<file path="src/rtl/avmm_burst_master.sv">
// rtl/avmm_burst_master.sv - Avalon-MM burst master: command front end, read/write bursts, stall timeout
// Data paths are combinational pass-throughs; a write beat stalled by waitrequest is held locally.
module avmm_burst_master #(
  parameter int AW        = 16,
  parameter int DW        = 64,
  parameter int MAX_BURST = 4,
  parameter int TIMEOUT   = 256,
  localparam int BCW      = $clog2(MAX_BURST) + 1
) (
  input  logic           clock,
  input  logic           reset,
  input  logic           cmd_valid,
  output logic           cmd_ready,
  input  logic           cmd_write,
  input  logic [AW-1:0]  cmd_address,
  input  logic [BCW-1:0] cmd_burstcount,
  input  logic [DW-1:0]  wr_data,
  input  logic           wr_valid,
  output logic           wr_ready,
  output logic [DW-1:0]  rd_data,
  output logic           rd_valid,
  output logic           done,
  output logic           error,
  output logic [AW-1:0]  avm_address,
  output logic           avm_read,
  output logic           avm_write,
  output logic [BCW-1:0] avm_burstcount,
  output logic [DW-1:0]  avm_writedata,
  input  logic           avm_waitrequest,
  input  logic [DW-1:0]  avm_readdata,
  input  logic           avm_readdatavalid
);

  localparam int SW = $clog2(TIMEOUT + 1);
  localparam logic [BCW-1:0] MAX_BC      = BCW'(MAX_BURST);
  localparam logic [SW-1:0]  STALL_LIMIT = SW'(TIMEOUT - 1);

  typedef enum logic [2:0] {IDLE, RD_CMD, RD_DATA, WR_BEAT, RESP} state_t;

  state_t         state_q, state_d;
  logic [AW-1:0]  addr_q, addr_d;
  logic [BCW-1:0] bcnt_q, bcnt_d;
  logic [BCW-1:0] beat_q, beat_d;
  logic [SW-1:0]  stall_q, stall_d;
  logic           err_q, err_d;
  logic           hold_q, hold_d;
  logic [DW-1:0]  hdata_q, hdata_d;

  logic           in_rd, in_wr, busy, cmd_ok, rd_accept, progress, timeout;
  logic [BCW-1:0] beat_inc;

  assign in_rd     = (state_q == RD_CMD) || (state_q == RD_DATA);
  assign in_wr     = (state_q == WR_BEAT);
  assign busy      = in_rd || in_wr;
  assign cmd_ok    = (cmd_burstcount != '0) && (cmd_burstcount <= MAX_BC);
  assign beat_inc  = beat_q + 1'b1;

  assign cmd_ready      = (state_q == IDLE);
  assign done           = (state_q == RESP);
  assign avm_address    = addr_q;
  assign avm_burstcount = bcnt_q;
  assign avm_read       = (state_q == RD_CMD);
  assign rd_accept      = avm_read && !avm_waitrequest;

  // Read data arriving outside an active read (e.g. after a timeout) is dropped here.
  assign rd_valid = in_rd && avm_readdatavalid;
  assign rd_data  = rd_valid ? avm_readdata : '0;

  // Once a beat is presented under waitrequest it stays on the bus unchanged until taken.
  assign avm_write     = in_wr && (wr_valid || hold_q);
  assign avm_writedata = !in_wr ? '0 : (hold_q ? hdata_q : wr_data);
  assign wr_ready      = avm_write && !avm_waitrequest;

  assign progress = rd_accept || rd_valid || wr_ready;
  assign timeout  = busy && !progress && (stall_q == STALL_LIMIT);
  assign error    = err_q || timeout;

  always_ff @(posedge clock or posedge reset) begin
    if (reset) begin
      state_q <= IDLE;
      addr_q  <= '0;
      bcnt_q  <= '0;
      beat_q  <= '0;
      stall_q <= '0;
      err_q   <= 1'b0;
      hold_q  <= 1'b0;
      hdata_q <= '0;
    end else begin
      state_q <= state_d;
      addr_q  <= addr_d;
      bcnt_q  <= bcnt_d;
      beat_q  <= beat_d;
      stall_q <= stall_d;
      err_q   <= err_d;
      hold_q  <= hold_d;
      hdata_q <= hdata_d;
    end
  end

  always_comb begin
    state_d = state_q;
    addr_d  = addr_q;
    bcnt_d  = bcnt_q;
    beat_d  = beat_q;
    stall_d = stall_q;
    err_d   = 1'b0;
    hold_d  = 1'b0;
    hdata_d = hdata_q;

    case (state_q)
      IDLE: begin
        if (cmd_valid) begin
          if (cmd_ok) begin
            addr_d  = cmd_address;
            bcnt_d  = cmd_burstcount;
            beat_d  = '0;
            stall_d = '0;
            state_d = cmd_write ? WR_BEAT : RD_CMD;
          end else begin
            err_d = 1'b1;
          end
        end
      end
      RD_CMD: begin
        // A beat landing together with the command accept is beat 0.
        if (rd_valid) beat_d = beat_inc;
        if (rd_accept) state_d = (rd_valid && beat_inc == bcnt_q) ? RESP : RD_DATA;
      end
      RD_DATA: begin
        if (rd_valid) begin
          beat_d = beat_inc;
          if (beat_inc == bcnt_q) state_d = RESP;
        end
      end
      WR_BEAT: begin
        hold_d  = avm_write && avm_waitrequest;
        hdata_d = avm_writedata;
        if (wr_ready) begin
          beat_d = beat_inc;
          if (beat_inc == bcnt_q) state_d = RESP;
        end
      end
      RESP: state_d = IDLE;
      default: state_d = IDLE;
    endcase

    if (busy) begin
      stall_d = progress ? '0 : stall_q + 1'b1;
      if (timeout) begin
        state_d = IDLE;
        stall_d = '0;
        hold_d  = 1'b0;
      end
    end
  end

endmodule

</file>
<file path="config.mk">
export PLATFORM = sky130hd
export DESIGN_NAME = avmm_burst_master
export DESIGN_NICKNAME = d
export VERILOG_FILES = /design/src/rtl/avmm_burst_master.sv
export SDC_FILE = /design/constraint.sdc
export NUM_CORES = 1
export LEC_CHECK = 0
export ABC_AREA = 1
export BUFFER_PORTS_ARGS = -buffer_cell sky130_fd_sc_hd__buf_2
export CORE_AREA = 2 2 121 123
export CTS_CLUSTER_DIAMETER = 200
export CTS_CLUSTER_SIZE = 40
export DETAILED_ROUTE_END_ITERATION = 6
export DIE_AREA = 0 0 123 125
export GPL_TIMING_DRIVEN = 0
export HOLD_SLACK_MARGIN = 0.15
export PLACE_DENSITY = 0.84
export SLEW_MARGIN = 0
export SYNTH_ARGS = -nofsm -noshare
export SYNTH_HDL_FRONTEND = slang
export SYNTH_SLANG_ARGS = --single-unit
</file>
<file path="constraint.sdc">
create_clock -name clock -period 6.3 [get_ports clock]
set_clock_uncertainty 0.15 [all_clocks]
set_input_delay 0.63 -clock clock [delete_from_list [all_inputs] [get_ports clock]]
set_output_delay 0.63 -clock clock [all_outputs]
set_load 0.1 [all_outputs]
</file>
# Word level (Yosys, flattened, before mapping)
# Cells that the tools add are included.
# word_totals
mem_bits_rw,0
rom_bits,0
latch_bits,0
memories,0
in_bits,154
register_bits,100
wordCells,79
# classes
n_reduce_logical,27
n_bitwise,0
n_div,0
order_cmp,1
n_addsub,2
shift,0
n_eq_ne,10
mul,0
n_mux,31
# op_table
op,count
64-bit two-way mux,3
9-bit two-way mux,6
3-bit two-way mux,13
3-bit case mux with 4 select lines,1
"9-bit by 1-bit adder with 9-bit output, second input constant",1
"9-bit by 8-bit == test with 1-bit output, second input constant",1
1-bit logical AND,9
3-bit case mux with 3 select lines,1
"3-bit by 2-bit == test with 1-bit output, second input constant",2
1-bit logical OR,6
1-bit two-way mux,6
3-bit AND reduction,2
2-bit nonzero test,3
3-bit nonzero test,2
5-bit AND reduction,1
"2-bit by 1-bit inequality test with 1-bit output, second input constant",2
"2-bit inequality test, second input constant",2
"3-bit by 1-bit adder with 3-bit output, second input constant",1
"3-bit by 1-bit == test with 1-bit output, second input constant",1
3-bit == test,1
"3-bit == test, second input constant",1
"3-bit <= comparator, second input constant",1
3-bit zero test,1
1-bit zero test,2
other kinds (2),2

# Logic depth before layout (Yosys ltp)
# Gate-level depths: netlist of run 1.
# depth
ltp_word,10
ltp_mapped,10

# Worst setup path before layout of run 1
# OpenSTA, ideal clock, no wires.
# synth_timing
path_type,flip-flop to output port
from,register state_q[2]
to,output port rd_data[54]
setup_slack_ns,3.177
required_time_ns,5.520
arrival_ns,2.343
stages_incl_launch_ff,8
cell_sequence,dfrtp_1 > inv_2 > nand3_1 > nand2_1 > nand2_2 > buf_4 > buf_2 > nor2_1
# synth_via
elab_chain_cells,4
word_cells_on_any_way,5
cone_classes,eq/ne (2); mux (1); reduce/logical (2)
# synth_lines
element,line_no,rtl
"start, declared",40,"state_t state_q, state_d;"
"start signal, assigned",89,state_q <= state_d;
3-bit by 1-bit == test with 1-bit output / 3-bit by 2-bit == test with 1-bit output (equally long branches),52,assign in_rd = (state_q == RD_CMD) || (state_q == RD_DATA);
1-bit logical OR *,52,
1-bit logical AND *,66,assign rd_valid = in_rd && avm_readdatavalid;
64-bit two-way mux *,67,assign rd_data = rd_valid ? avm_readdata : '0;
"end, declared",20,"output logic [DW-1:0] rd_data,"
# Every way passes the cells marked *; elsewhere a longest branch is shown, timed or not.

# Final worst setup path of run 1
# layout_timing
from,register state_q[2]
to,output port rd_data[29]
# The elaborated chain is that of the path after synthesis.

==> results of run 1 <==
-- worst min path at each step --
stage                               start                          to  slack [ns]  depth (start not counted)
6_report            beat_q[1]$_DFFE_PP0P_       beat_q[1]$_DFFE_PP0P_        0.35                          2
5_1_grt                    cmd_address[6]  avm_address[6]$_DFFE_PP0P_        0.35                          2
4_1_cts                    cmd_address[6]  avm_address[6]$_DFFE_PP0P_        0.35                          2
3_5_place_dp   avm_address[8]$_DFFE_PP0P_  avm_address[8]$_DFFE_PP0P_        0.34                          1
3_3_place_gp        beat_q[1]$_DFFE_PP0P_       beat_q[1]$_DFFE_PP0P_        0.33                          2
2_1_floorplan       beat_q[1]$_DFFE_PP0P_       beat_q[1]$_DFFE_PP0P_        0.31                          2
-- stage by stage --
| step | utilization, % | std cells | power (mW) |
|---|---|---|---|
| 2_1_floorplan | - | 820 | 3.555 |
| 3_3_place_gp | 52.98 | 1311 | 4.022 |
| 3_5_place_dp | 53.19 | 1312 | 4.071 |
| 4_1_cts | 55.38 | 1329 | 4.648 |
| 5_1_grt | 55.40 | 1330 | 4.886 |
| 6_report | 55.40 | 1330 | 4.629 |
-- report_power, final --
group          internal [mW]  leakage [nW]  switching [mW]
Clock                  0.320         0.142           0.243
Combinational          0.534          3.99            2.48
Sequential             0.932          1.24           0.116
Total                   1.78          5.37            2.84
-- final cells by class --
cell class                 instances  area share (%)
inverter                         231           11.05
timing repair buffer             309           20.00
multi-input combinational        452           28.02
clock inverter                     5          0.7473
antenna                            1         0.03180
tap                              184           2.926
sequential                       100           31.80
buffer                            37           2.337
clock buffer                      11           3.085
-- logic make-up (layout without fill, tap and decap cells) --
logic type	count (synthesis)	count (layout)
compound gates	140	140
xor+xnor	6	6
fa+ha+maj	3	3
buf+inv	268	593
flops	100	100
mux	17	17
other cells	0	1
simple gates	286	286
-- flip-flops by register name, indices dropped and copies added (netlist names) --
signal,count
hdata_q,64
err_q,1
beat_q,3
hold_q,1
avm_burstcount,3
avm_address,16
stall_q,9
state_q,3
-- layout by cell type (no fill, tap or decap), types with 2 or more instances in the layout --
cell | synthesis | final
a21oi_1 | 2 | 2
nand3_1 | 13 | 13
o21ai_0 | 124 | 124
xor2_1 | 4 | 4
nand4_1 | 5 | 5
nand2_1 | 176 | 176
nor2_2 | 2 | 2
buf_2 | 21 | 328
mux2_2 | 3 | 3
dfrtp_1 | 100 | 100
o21ai_1 | 12 | 12
mux2_4 | 13 | 13
nand2_2 | 2 | 2
clkinvlp_4 | 0 | 2
inv_1 | 226 | 225
clkbuf_16 | 0 | 9
inv_2 | 4 | 4
clkbuf_1 | 12 | 13
nor2_1 | 81 | 81
ha_1 | 3 | 3
nor2_4 | 3 | 3
buf_6 | 2 | 2
-- critical path, cell delays in order (launching register included) --
cell     delay (ns)
dfrtp_1        0.44
inv_2          0.11
nand3_1        0.12
nand2_1        0.12
nand2_2        0.10
buf_4          0.19
buf_2          0.20
nor2_1         0.25
buf_2          0.49
-- layer usage --
metal / vias to the layer above / GRT usage [%]
met2: 214 / 33.41
met5: - / 0
met3: 19 / 4.288
met4: 0 / 5.481
met1: 2686 / 31.21
li1: 3052 / -
==> metrics.md, run 1 <==
| Metric | Value |
|---|---|
| Syn avg cell area | 7.022 um^2 |
| CP Launch Type | register |
| GRT overflow | 0 |
| Leakage | 5.368 nW |
| Post-synthesis compound-gate area fraction | around 12% |
| Area contributors post-synth | dfrtp_1 (43%), inv_1 (15%), nand2_1 (11%) |
| Post-CTS sizing | 0 |
| Pin count of the biggest net entering global routing | 71 |
| Vias in the first global route | 5632 |
| Status | complete, no violations |
| Max IR drop VDD | 0.5146 mV |
| DR vias | 5971 |
| Synth Area in Adders | 0.6519% |
| Postcts setup bufs | 0 |
| Post-synth cell types | 32 |
| Root Buffer Master | clkbuf_16 |
| Post-synthesis cell count | 820 |
| Core Area | approximately 14000 um^2 |
| Clock transition at path regs | around 0.07 ns |
| Share of layout cells above drive strength 1 | 33.01% |
| Largest family of logic cells by synthesized area | simple AND/OR/NAND/NOR gates |
| Register-to-Register Path Depth | 9 |
| Final Hold Viols | 0 |
| Worst slack, placed | 3.523 ns |
| Maxcap violations | 0 |
| Mux contribution to synthesized area | 4.150% |
| Origin of the critical flop-to-flop path | stall_q[0]$_DFFE_PP0P_ |
| IO Pins | 308 |
| RR Endpoint | stall_q[7]$_DFFE_PP0P_ |
| Final Cycle Share | 49.80% |
| Met3 wire len | 1152 um |
| Worst setup path startpoint | state_q[2]$_DFF_PP0_ |
| Cts bufs inserted | 9 |
| Die ar. | 15380 um^2 |
| Commonest cells in the netlist | inv_1 (226), nand2_1 (176), o21ai_0 (124) |
| Synthesis-to-layout area growth | 36.66% |
| Drt pass-1 iters | 5 |
| Vias per cell | ~4.5 |
| Die X | 123 um |
| Power Density | around 590 nW/um^2 |
| Required time worst endpoint | 5.52 ns |
| Flops & latches, synth | 100 |
| CTS HTree Levels | 3 |
| Cts hold-fix bufs | 1 |
| Yosys Warn Count | 0 |
| Slew @ Worst Pin | 0.5491 ns |
| Clock sink total | 100 |
| Post-route ant nets | 0 |
| Synth Cell Area | 5758 um^2 |
| Initial Util | 40.54% |
| Final setup margin | 3.162 ns |
| Top-count cell post-synth | inv_1 |
| Final Wtd Congestion | about 0.85 |
| Detail-routed net length per standard cell | 12.50 um |
| Filler instances | ~1400 |
| Cell taking the most area after synthesis | dfrtp_1 |
| Syn_nets | around 1000 |
| Clock latency at the later pin of the worst-skew pair | between 0.3 and 0.4 ns |
| Setup TNS | 0 ns |
| Nets | 1297 |
| FMAX | 318.7 MHz |
| Final setup vio count | 0 |
| Hold slack | 0.3532 ns |
| First-pass GRT wire length | 26820 um |
| Sequential Area | 2502 um^2 |
| Reg2reg setup slack | 4.36 ns |
| Global Route Usage Sum | 21.65% |
| Sequential share of the synthesized area | a little over two fifths |
| Multi-input gate area | 2205 um^2 |
| Critical Path AT | between 2 and 2.5 ns |
| Metal-1 WL | between 7000 and 8000 um |
| CTS Buffer Depth | 2 |
| Post-synth EDFFs | 0 |
| Initial DRC Count | 348 |
| Final WL | 16620 um |
| IO buf count | 307 |
| Top FF cell, synth | dfrtp_1 |
| DR WL met2 | about 7600 um |
| Synth Area in XOR/XNOR | roughly 1.2% |
| Initial antenna violation count | 1 |
| Remaining DRCs | 0 |
| Post-DP Area | 7555 um^2 |
| Minimum clock period | 3.138 ns |
| WS Path Type | register to primary output |
| RSZ-0062 raised after global routing | false |
| HPWL after DPL | 12950 um |
| Final Cell Area | 7869 um^2 |
| Die Y | 125 um |
| Worst Hold Class | register to register |
| Slew Viols, Final | 0 |
| Crit. End Element | primary output |
| Crit path to | rd_data[29] |
| CP Max Fanout | 10 |
| Simple-Gate Fraction of Synth Area | between 20% and 30% |
| Uppermost layer routed | met4 |
| Post-synth top area share | 43.46% |
| Rows | 44 |
| Slew Limit Headroom | 63.64% |
| CTS tree | done |
| Ys async rst share | 100.0% |
Note: power is estimated with default switching activity, not from simulation.
==> run 2: changes to the inputs <==
--- a/config.mk
+++ b/config.mk
@@ -7,14 +7,14 @@
 export LEC_CHECK = 0
 export ABC_AREA = 1
 export BUFFER_PORTS_ARGS = -buffer_cell sky130_fd_sc_hd__buf_2
-export CORE_AREA = 2 2 121 123
+export CORE_AREA = 2 2 119 121
 export CTS_CLUSTER_DIAMETER = 200
 export CTS_CLUSTER_SIZE = 40
 export DETAILED_ROUTE_END_ITERATION = 6
-export DIE_AREA = 0 0 123 125
+export DIE_AREA = 0 0 121 123
 export GPL_TIMING_DRIVEN = 0
 export HOLD_SLACK_MARGIN = 0.15
-export PLACE_DENSITY = 0.84
+export PLACE_DENSITY = 0.86
 export SLEW_MARGIN = 0
 export SYNTH_ARGS = -nofsm -noshare
 export SYNTH_HDL_FRONTEND = slang
==> constraint.sdc (replaced) <==
create_clock -name clock -period 3.19 [get_ports clock]
set_clock_uncertainty 0.15 [all_clocks]
set_input_delay 0.319 -clock clock [delete_from_list [all_inputs] [get_ports clock]]
set_output_delay 0.319 -clock clock [all_outputs]
set_load 0.1 [all_outputs]
==> run 2 against run 1 <==
Final cell count grew 2.0%. Wire length grew 6.9%. Via count grew 3.6%.
==> metrics.md, run 2 (synthesis gave the netlist of run 1 again) <==
| Metric | Value |
|---|---|
| GRT overflow | 0 |
| DR vias | slightly above 6000 |
| Biggest register | hdata_q |
| Synthesis-to-layout area growth | 42.22% |
| Final Cycle Share | a little under 90% |
| Status | complete, no violations |
| Global Route Usage Sum | 23.10% |
| Nets | about 1300 |
| Inst Count DP | 1308 |
| Final setup vio count | 0 |
| IO Pins | 308 |
| CTS HTree Levels | 3 |
| Die ar. | ~15000 um^2 |
| Maxcap violations | 0 |
| Most common cell after layout, fill and taps aside | buf_2 |
| Most frequent cells in the layout | buf_2 (328), inv_1 (225), nand2_1 (176) |
| Vias per cell | roughly 4.6 |
| Slew Limit Headroom | 62.56% |
| Die Y | 123 um |
| Die X | 121 um |
| Required time worst endpoint | 2.72 ns |
| Root Buffer Master | clkbuf_16 |
| RSZ-0062 raised after global routing | false |
| Final Wtd Congestion | 0.8248 |
| Cts bufs inserted | 9 |
| Slew @ Worst Pin | 0.5617 ns |
| Core Area | 13610 um^2 |
| CTS tree | done |
| Initial Util | 42.30% |
| First-pass GRT wire length | 27390 um |
| Minimum clock period | 2.768 ns |
| Remaining DRCs | 0 |
| Worst Hold Class | input pin to register |
| Post-route ant nets | 0 |
| Drt pass-1 iters | 5 |
| Share of layout cells above drive strength 1 | 32.20% |
| Power Density | around 1100 nW/um^2 |
| Pin count of the biggest net entering global routing | about 60 |
| Leakage | 5.507 nW |
| Initial DRC Count | 472 |
| HPWL after DPL | around 13000 um |
| CTS Buffer Depth | 2 |
| Clock transition at path regs | 0.07 ns |
| Largest register FFs | 64 |
| Final WL | roughly 18000 um |
| Crit. End Element | primary output |
| CP Launch Type | register |
| Clock sink total | 100 |
| Clock latency at the later pin of the worst-skew pair | around 0.34 ns |
| Rows | 43 |
| Initial antenna violation count | 1 |
| Slew Viols, Final | 0 |
| Filler instances | roughly 1200 |
| FMAX | 361.3 MHz |
| WS Path Type | register to primary output |
| Total inserted antenna cells | 0 |
| Final Hold Viols | 0 |
| Sequential Area | about 2500 um^2 |
| Detail-routed net length per standard cell | 13.09 um |
| IO buf count | 307 |
| Critical Path AT | 2.30 ns |
| Multi-input gate area | 2205 um^2 |
| CP Max Fanout | 10 |
| Max IR drop VDD | 1.032 mV |
| Vias in the first global route | 5682 |
| Post-CTS sizing | 0 |
| Fin cells | around 1400 |
| Total chip power | 9.215 mW |
==> run 2: changes by cell type in the layout (fill, tap and decap cells not counted) <==
cell	previous run	this run
dlygate4sd3_1	1	33
clkbuf_1	13	12
diode_2	1	0
inv_8	0	1
==> run 2: routing by layer <==
layer / share of wire [%] / global-route usage [%] / up-vias
met4: 2.1 / 7.776 / 2
li1: - / - / 3108
met1: 44 / 32.70 / 2819
met2: 47 / 34.73 / 223
met5: 0.045 / 0 / -
met3: 6.9 / 5.673 / 31
==> run 2: path summary, 6_finish.rpt <==
| kind | start | to | slack [ns] | cells after the start |
|---|---|---|---|---|
| setup / recovery | hold_q$_DFF_PP0_ | avm_writedata[55] | 0.42 | 9 |
| hold / removal | wr_data[43] | hdata_q[43]$_DFFE_PP0P_ | 0.16 | 5 |
| setup reg to reg | stall_q[0]$_DFFE_PP0P_ | stall_q[7]$_DFFE_PP0P_ | 1.15 | 9 |
| hold reg to reg | beat_q[1]$_DFFE_PP0P_ | beat_q[1]$_DFFE_PP0P_ | 0.36 | 2 |
| max in group asynchronous | reset | hdata_q[20]$_DFFE_PP0P_ | 1.75 | 4 |
| min in group asynchronous | reset | avm_address[13]$_DFFE_PP0P_ | 0.47 | 3 |
==> run 2: worst max-delay path, stage by stage, from the launching register on <==
cell     delay [ns]
dfrtp_1        0.37
inv_2          0.06
buf_2          0.25
buf_2          0.27
buf_2          0.26
nand2_1        0.08
o21ai_0        0.09
nand2_1        0.09
inv_1          0.07
buf_2          0.42
==> run 2: where the power goes <==
group          leakage, nW  internal [mW]  switching (mW)
Sequential            1.24           1.84           0.238
Combinational         4.12           1.08            4.92
Clock                0.147          0.637           0.503
Total                 5.51           3.56            5.66
==> run 2: cell type report <==
class | count | area share, %
plain buffers | 37 | 2.246
clock buffers | 10 | 2.918
clock inverters | 6 | 0.8556
inverters | 231 | 10.62
multi-input cells | 452 | 26.92
flip-flops and latches | 100 | 30.56
well taps | 180 | 2.750
repair buffers | 341 | 23.13
==> run 2: stage by stage <==
step	util [%]	instance area (um^2)	setup WS (ns)	setup TNS [ns]	hold WS, ns
finish	60.16	8189	0.4221	0	0.1574
global route	60.16	8189	0.1872	0	0.1839
CTS	60.16	8189	0.3826	0	0.1514
detailed placement	55.46	7550	0.7667	0	0.2744
global placement	55.24	7520	-1.136	-112.89	0.3316
floorplan	-	5758	0.1022	0	0.3004
==> run 2: repair_timing <==
action	CTS	global route
hold endpoints to repair	74	0
setup buffers	0	0
hold buffers	33	0
